**src/rtl/rs_encoder_15_11.sv**
```systemverilog
// Systematic RS(15,11) serial encoder over GF(16), p(x) = x^4 + x + 1, one output register stage.
// Optional error injection on the output symbols is enabled by defining RS_ENC_ERR_INJECT_EN.
module rs_encoder_15_11 #(
    parameter logic [3:0] G3 = 4'hF,
    parameter logic [3:0] G2 = 4'h3,
    parameter logic [3:0] G1 = 4'h1,
    parameter logic [3:0] G0 = 4'hC
) (
    input  logic       clk_i,
    input  logic       rst_ni,
    input  logic [3:0] in_symbol_i,
    input  logic       in_valid_i,
    output logic       in_ready_o,
    output logic [3:0] out_serial_o,
    output logic       out_valid_o,
    input  logic       out_ready_i,
    output logic       out_last_o,
    output logic [3:0] count_o
`ifdef RS_ENC_ERR_INJECT_EN
    ,
    input  logic       err_en_i,
    input  logic [3:0] err_pos_i,
    input  logic [3:0] err_val_i
`endif
);

    typedef enum logic [0:0] {StMsg, StParity} phase_e;

    function automatic logic [3:0] gf_mul(input logic [3:0] a, input logic [3:0] b);
        logic [3:0] p;
        logic [3:0] t;
        p = 4'h0;
        t = a;
        for (int i = 0; i < 4; i++) begin
            if (b[i]) p = p ^ t;
            // Multiply by x, folding x^4 back in as x + 1.
            t = {t[2:0], 1'b0} ^ (t[3] ? 4'h3 : 4'h0);
        end
        return p;
    endfunction

    phase_e     phase_q, phase_d;
    logic [3:0] cnt_q, cnt_d;
    logic [3:0] r3_q, r3_d, r2_q, r2_d, r1_q, r1_d, r0_q, r0_d;
    logic [3:0] out_sym_q, out_sym_d;
    logic       out_valid_q, out_valid_d;
    logic [3:0] count_q, count_d;

    logic       slot_free;
    logic       accept;
    logic [3:0] fb;
    logic [3:0] inj_mask;

    assign slot_free  = !out_valid_q || out_ready_i;
    assign in_ready_o = (phase_q == StMsg) && slot_free;
    assign accept     = in_valid_i && in_ready_o;
    assign fb         = in_symbol_i ^ r3_q;

`ifdef RS_ENC_ERR_INJECT_EN
    logic       err_en_q, err_en_d;
    logic [3:0] err_pos_q, err_pos_d;
    logic [3:0] err_val_q, err_val_d;
    logic       first_acc;
    logic       inj_en;
    logic [3:0] inj_pos, inj_val;

    // Symbol 0 uses the live inputs; later symbols use the values captured with it.
    always_comb begin
        first_acc = accept && (cnt_q == 4'd0);
        err_en_d  = first_acc ? err_en_i  : err_en_q;
        err_pos_d = first_acc ? err_pos_i : err_pos_q;
        err_val_d = first_acc ? err_val_i : err_val_q;
        inj_en    = first_acc ? err_en_i  : err_en_q;
        inj_pos   = first_acc ? err_pos_i : err_pos_q;
        inj_val   = first_acc ? err_val_i : err_val_q;
        inj_mask  = (inj_en && (inj_pos == cnt_q)) ? inj_val : 4'h0;
    end

    always_ff @(posedge clk_i or negedge rst_ni) begin
        if (!rst_ni) begin
            err_en_q  <= 1'b0;
            err_pos_q <= 4'h0;
            err_val_q <= 4'h0;
        end else begin
            err_en_q  <= err_en_d;
            err_pos_q <= err_pos_d;
            err_val_q <= err_val_d;
        end
    end
`else
    assign inj_mask = 4'h0;
`endif

    always_comb begin
        phase_d     = phase_q;
        cnt_d       = cnt_q;
        r3_d        = r3_q;
        r2_d        = r2_q;
        r1_d        = r1_q;
        r0_d        = r0_q;
        out_sym_d   = out_sym_q;
        out_valid_d = out_valid_q;
        count_d     = count_q;

        unique case (phase_q)
            StMsg: begin
                if (accept) begin
                    out_sym_d   = in_symbol_i ^ inj_mask;
                    out_valid_d = 1'b1;
                    count_d     = cnt_q;
                    r3_d        = r2_q ^ gf_mul(fb, G3);
                    r2_d        = r1_q ^ gf_mul(fb, G2);
                    r1_d        = r0_q ^ gf_mul(fb, G1);
                    r0_d        = gf_mul(fb, G0);
                    cnt_d       = cnt_q + 4'd1;
                    if (cnt_q == 4'd10) phase_d = StParity;
                end else if (out_ready_i) begin
                    out_valid_d = 1'b0;
                end
            end
            StParity: begin
                if (slot_free) begin
                    out_sym_d   = r3_q ^ inj_mask;
                    out_valid_d = 1'b1;
                    count_d     = cnt_q;
                    r3_d        = r2_q;
                    r2_d        = r1_q;
                    r1_d        = r0_q;
                    r0_d        = 4'h0;
                    if (cnt_q == 4'd14) begin
                        cnt_d   = 4'd0;
                        phase_d = StMsg;
                    end else begin
                        cnt_d   = cnt_q + 4'd1;
                    end
                end
            end
            default: phase_d = StMsg;
        endcase
    end

    always_ff @(posedge clk_i or negedge rst_ni) begin
        if (!rst_ni) begin
            phase_q     <= StMsg;
            cnt_q       <= 4'd0;
            r3_q        <= 4'h0;
            r2_q        <= 4'h0;
            r1_q        <= 4'h0;
            r0_q        <= 4'h0;
            out_sym_q   <= 4'h0;
            out_valid_q <= 1'b0;
            count_q     <= 4'd0;
        end else begin
            phase_q     <= phase_d;
            cnt_q       <= cnt_d;
            r3_q        <= r3_d;
            r2_q        <= r2_d;
            r1_q        <= r1_d;
            r0_q        <= r0_d;
            out_sym_q   <= out_sym_d;
            out_valid_q <= out_valid_d;
            count_q     <= count_d;
        end
    end

    assign out_serial_o = out_sym_q;
    assign out_valid_o  = out_valid_q;
    assign count_o      = count_q;
    assign out_last_o   = out_valid_q && (count_q == 4'd14);

endmodule

```
**config.mk**
```make
export PLATFORM = sky130hd
export DESIGN_NAME = rs_encoder_15_11
export DESIGN_NICKNAME = d
export VERILOG_FILES = /design/src/rtl/rs_encoder_15_11.sv
export SDC_FILE = /design/constraint.sdc
export NUM_CORES = 1
export LEC_CHECK = 0
export BUFFER_PORTS_ARGS = -buffer_cell sky130_fd_sc_hd__clkbuf_2
export CORE_MARGIN = 4
export CORE_UTILIZATION = 45
export DETAILED_ROUTE_END_ITERATION = 16
export GPL_ROUTABILITY_DRIVEN = 0
export GPL_TIMING_DRIVEN = 0
export MAX_ROUTING_LAYER = met4
export PLACE_DENSITY = 0.69
export SYNTH_ARGS = -nofsm -noshare
export SYNTH_HDL_FRONTEND = slang
export SYNTH_SLANG_ARGS = --single-unit
```
**constraint.sdc**
```tcl
create_clock -name clk_i -period 1.6 [get_ports clk_i]
set_clock_uncertainty 0.05 [all_clocks]
set_input_delay 0.08 -clock clk_i [delete_from_list [all_inputs] [get_ports clk_i]]
set_output_delay 0.08 -clock clk_i [all_outputs]
set_load 0.005 [all_outputs]
```
==> impl_results.md <==
* Run status: finished, violations left
* Failing checks: setup timing
* Post-Synthesis Cells at 158
* Period minus WS final at 1.624 ns
* Layout area overhead at 25.31%
* Initial antenna violation count at 0
* Yosys reg bits at 30
* Post-Syn Nets at 168
* Commonest cells in the netlist: 36 x nand2_1, 30 x dfrtp_1, 18 x nor2_1
* Total gr overflow at 0
* H-tree depth at 2
* Cell Chain, Critical Path: xor2_4 > xnor3_1 > nor2_2 > xnor2_1 > o21ai_1
* Crit end category: register
* Number of flops mapped to enable cells by yosys at 0
* Worst path buffer plus inverter count at 0
* Final worst slack at -0.02447 ns
* CP peak stage delay at 0.47 ns
* Worst slew pin tran at 0.7438 ns
* CTS Sinks at 30
* CP required at 1.77 ns
* Share of the synthesized area in the top cell type at 0.4914
* DR WL/cell at 13.64 um
* Max Cap Viol at 0
* Chip Width at 66.27 um
* Main area contributors after synthesis: dfrtp_1 49%, xnor2_1 9.2%, nand2_1 8.8%
* Num rows at 20
* Clock tree from TritonCTS: built
* Detail Route Antenna Nets at 0
* Worst skew pair latency at 0.33 ns
* Psw at 1.637 mW
* Sw Share at 0.3988
* Slew Viols, Final at 0
* Die area at 4391 um^2
* Comb pwr share at 0.552
* Die H at 66.27 um
* Vias in the first global route at 1195
* Bufs on Longest Clock Path at 2
* Main synth FF type: dfrtp_1
* Vias post-DR at 1192
* Most numerous cell in the Yosys netlist: nand2_1
* CP arrival at 1.79 ns
* Largest net degree at the start of global routing at 31
* RSZ-0062 raised after global routing: true
* DRC Markers at 0
* Fin nets at 205
* Relative slew slack at 0.5042
* Starting Density at 0.4845
* Crit path launch type: register
* Clock share of power at 0.100
* Initial DRC Count at 84
* Max FO, Critical Path at 4
* Final core utilization at 0.6071
* Pre-CTS WS at -0.2319 ns
* Synth warn at 0
* Unique masters post-synth at 22
* Clock-pin slew on the worst setup and hold paths at 0.09 ns
* Pint at 2.468 mW
* TritonCTS buffer count at 5
* Routed WL at 3.261 mm
* Mapped Area at 1528 um^2
* Post-synth ARST share at 1.000
* Family with the most delay on the worst path: XOR/XNOR gates
* Layout cells sized above 1 at 0.2769
* Max IR drop VDD at 0.8726 mV
* Sequential power share at 0.348
* DR pass1 iterations at 4
* Crit path max-delay cell type: xnor3_1
* Hpwl dp at 2.202 mm
* WS Path Type: reg -> reg
* Wire length of the first global-routing pass at 5.761 mm
* LEAKAGE at 0.8775 nW
* Final setup vio count at 2
* Gr usage total at 0.1830
* Antenna cells at 0
* Hold Vio Cnt, Final at 0
* Fillers at 284
* Vias per cell at 4.987
* Ports at 19
* Buffers on Ports at 18
* FMAX at 0.6156 GHz
* Syn Area/Cell at 9.669 um^2
* Largest area contributor in the netlist: dfrtp_1
* Hold crit path type: in -> reg
* Pwr dens at 2145 nW/um^2
* Core area at 3153 um^2
* CTS Root Cell: clkbuf_4
* Crit share post-route at 1.015
* Seq/Total Area, Yosys at 0.4914
## worst register-to-register path, stage by stage (launching register included)
cell	delay, ns
dfrtp_2	0.45
xor2_4	0.26
xnor3_1	0.47
nor2_2	0.11
xnor2_1	0.12
o21ai_1	0.07
## cell families (layout without fill, tap and decap cells)
logic type               after synthesis  in the layout  synth area share
AND/OR/NAND/NOR                       62             62            0.1663
flip-flops                            30             30            0.4914
AO/OA/AOI/OAI                         26             26           0.08600
XOR/XNOR                              26             26            0.1941
buffers and inverters                  8             45           0.01966
multiplexers                           4              4           0.02621
adder cells (fa/ha/maj)                2              2           0.01638
## sequential cells by signal, summed over array words and instances (netlist names)
register,flops
cnt_q,4
count_o,4
out_serial_o,4
r0_q,4
r1_q,4
r2_q,4
r3_q,4
out_valid_o,1
phase_q,1
## final timing paths
| check | start | to | slack (ns) | cells past startpoint |
|---|---|---|---|---|
| min in group asynchronous | rst_ni | out_serial_o[0] | 0.29 | 2 |
| setup reg to reg | r3_q[0] | r2_q[1] | -0.02 | 5 |
| hold reg to reg | out_serial_o[0] | out_serial_o[0] | 0.43 | 2 |
| hold / removal | in_symbol_i[0] | out_serial_o[0] | 0.06 | 3 |
| setup / recovery | r3_q[0] | r2_q[1] | -0.02 | 5 |
| max in group asynchronous | rst_ni | r3_q[0] | 0.69 | 2 |
## per-stage QoR
step,power [mW],instances,area [um^2],hold WS (ns),TNS (ns)
after global placement,3.265,220,1703,0.1244,-3.852
after global routing,4.458,239,1914,0.08116,-0.3648
final,4.105,239,1914,0.06392,-0.03446
after CTS,4.035,240,1887,0.07191,-0.08565
after floorplan,2.855,158,1558,-0.2656,0
after detailed placement,3.346,220,1703,0.1252,-4.948
## placed cells by master (no fill, tap or decap), drive strengths merged
| master | count |
|---|---|
| nand2 | 36 |
| dfrtp | 30 |
| clkbuf | 29 |
| o21ai | 23 |
| nor2 | 18 |
| xnor2 | 18 |
| buf | 13 |
| xor2 | 6 |
| mux2i | 4 |
| a21oi | 2 |
| or3 | 2 |
| xnor3 | 2 |
| nand4 | 2 |
| ha | 2 |
| dlygate4sd3 | 2 |
| nor2b | 2 |
| inv | 1 |
| nand3b | 1 |
| a31oi | 1 |
| or2 | 1 |
## power by group through the flow
stage / Sequential (mW) / Combinational [mW] / Clock [mW]
after floorplan: 1.39 / 1.47 / 0
after global placement: 1.41 / 1.85 / 0
after detailed placement: 1.44 / 1.91 / 0
after CTS: 1.43 / 2.19 / 0.420
final: 1.43 / 2.27 / 0.409
after global routing: 1.48 / 2.52 / 0.463
## cell type report
| type | count | area (um^2) | share of cell area |
|---|---|---|---|
| Clock buffer | 7 | 45.04 | 0.02353 |
| Multi-Input combinational cell | 120 | 813.3 | 0.4248 |
| Timing Repair Buffer | 31 | 200.2 | 0.1046 |
| Inverter | 1 | 3.754 | 0.001961 |
| Sequential cell | 30 | 754.5 | 0.3941 |
| Tap cell | 44 | 55.05 | 0.02876 |
| Buffer | 6 | 42.54 | 0.02222 |
## timing repair
action / CTS / global route
pin swaps: 5 / 2
gates cloned: 0 / 0
hold buffers: 2 / 0
buffers inserted: 11 / 0
endpoints found under the setup margin: 26 / 27
resized for setup: 12 / 14
hold endpoints to repair: 31 / 0
## routing by layer
layer	routed length, um	vias up	GRT usage
met5	0	-	-
met4	55	0	0.06853
met3	134	6	0.05102
met2	1560	22	0.2751
met1	1511	582	0.2356
li1	-	582	-
No activity file was read; power rests on OpenSTA's default activity.
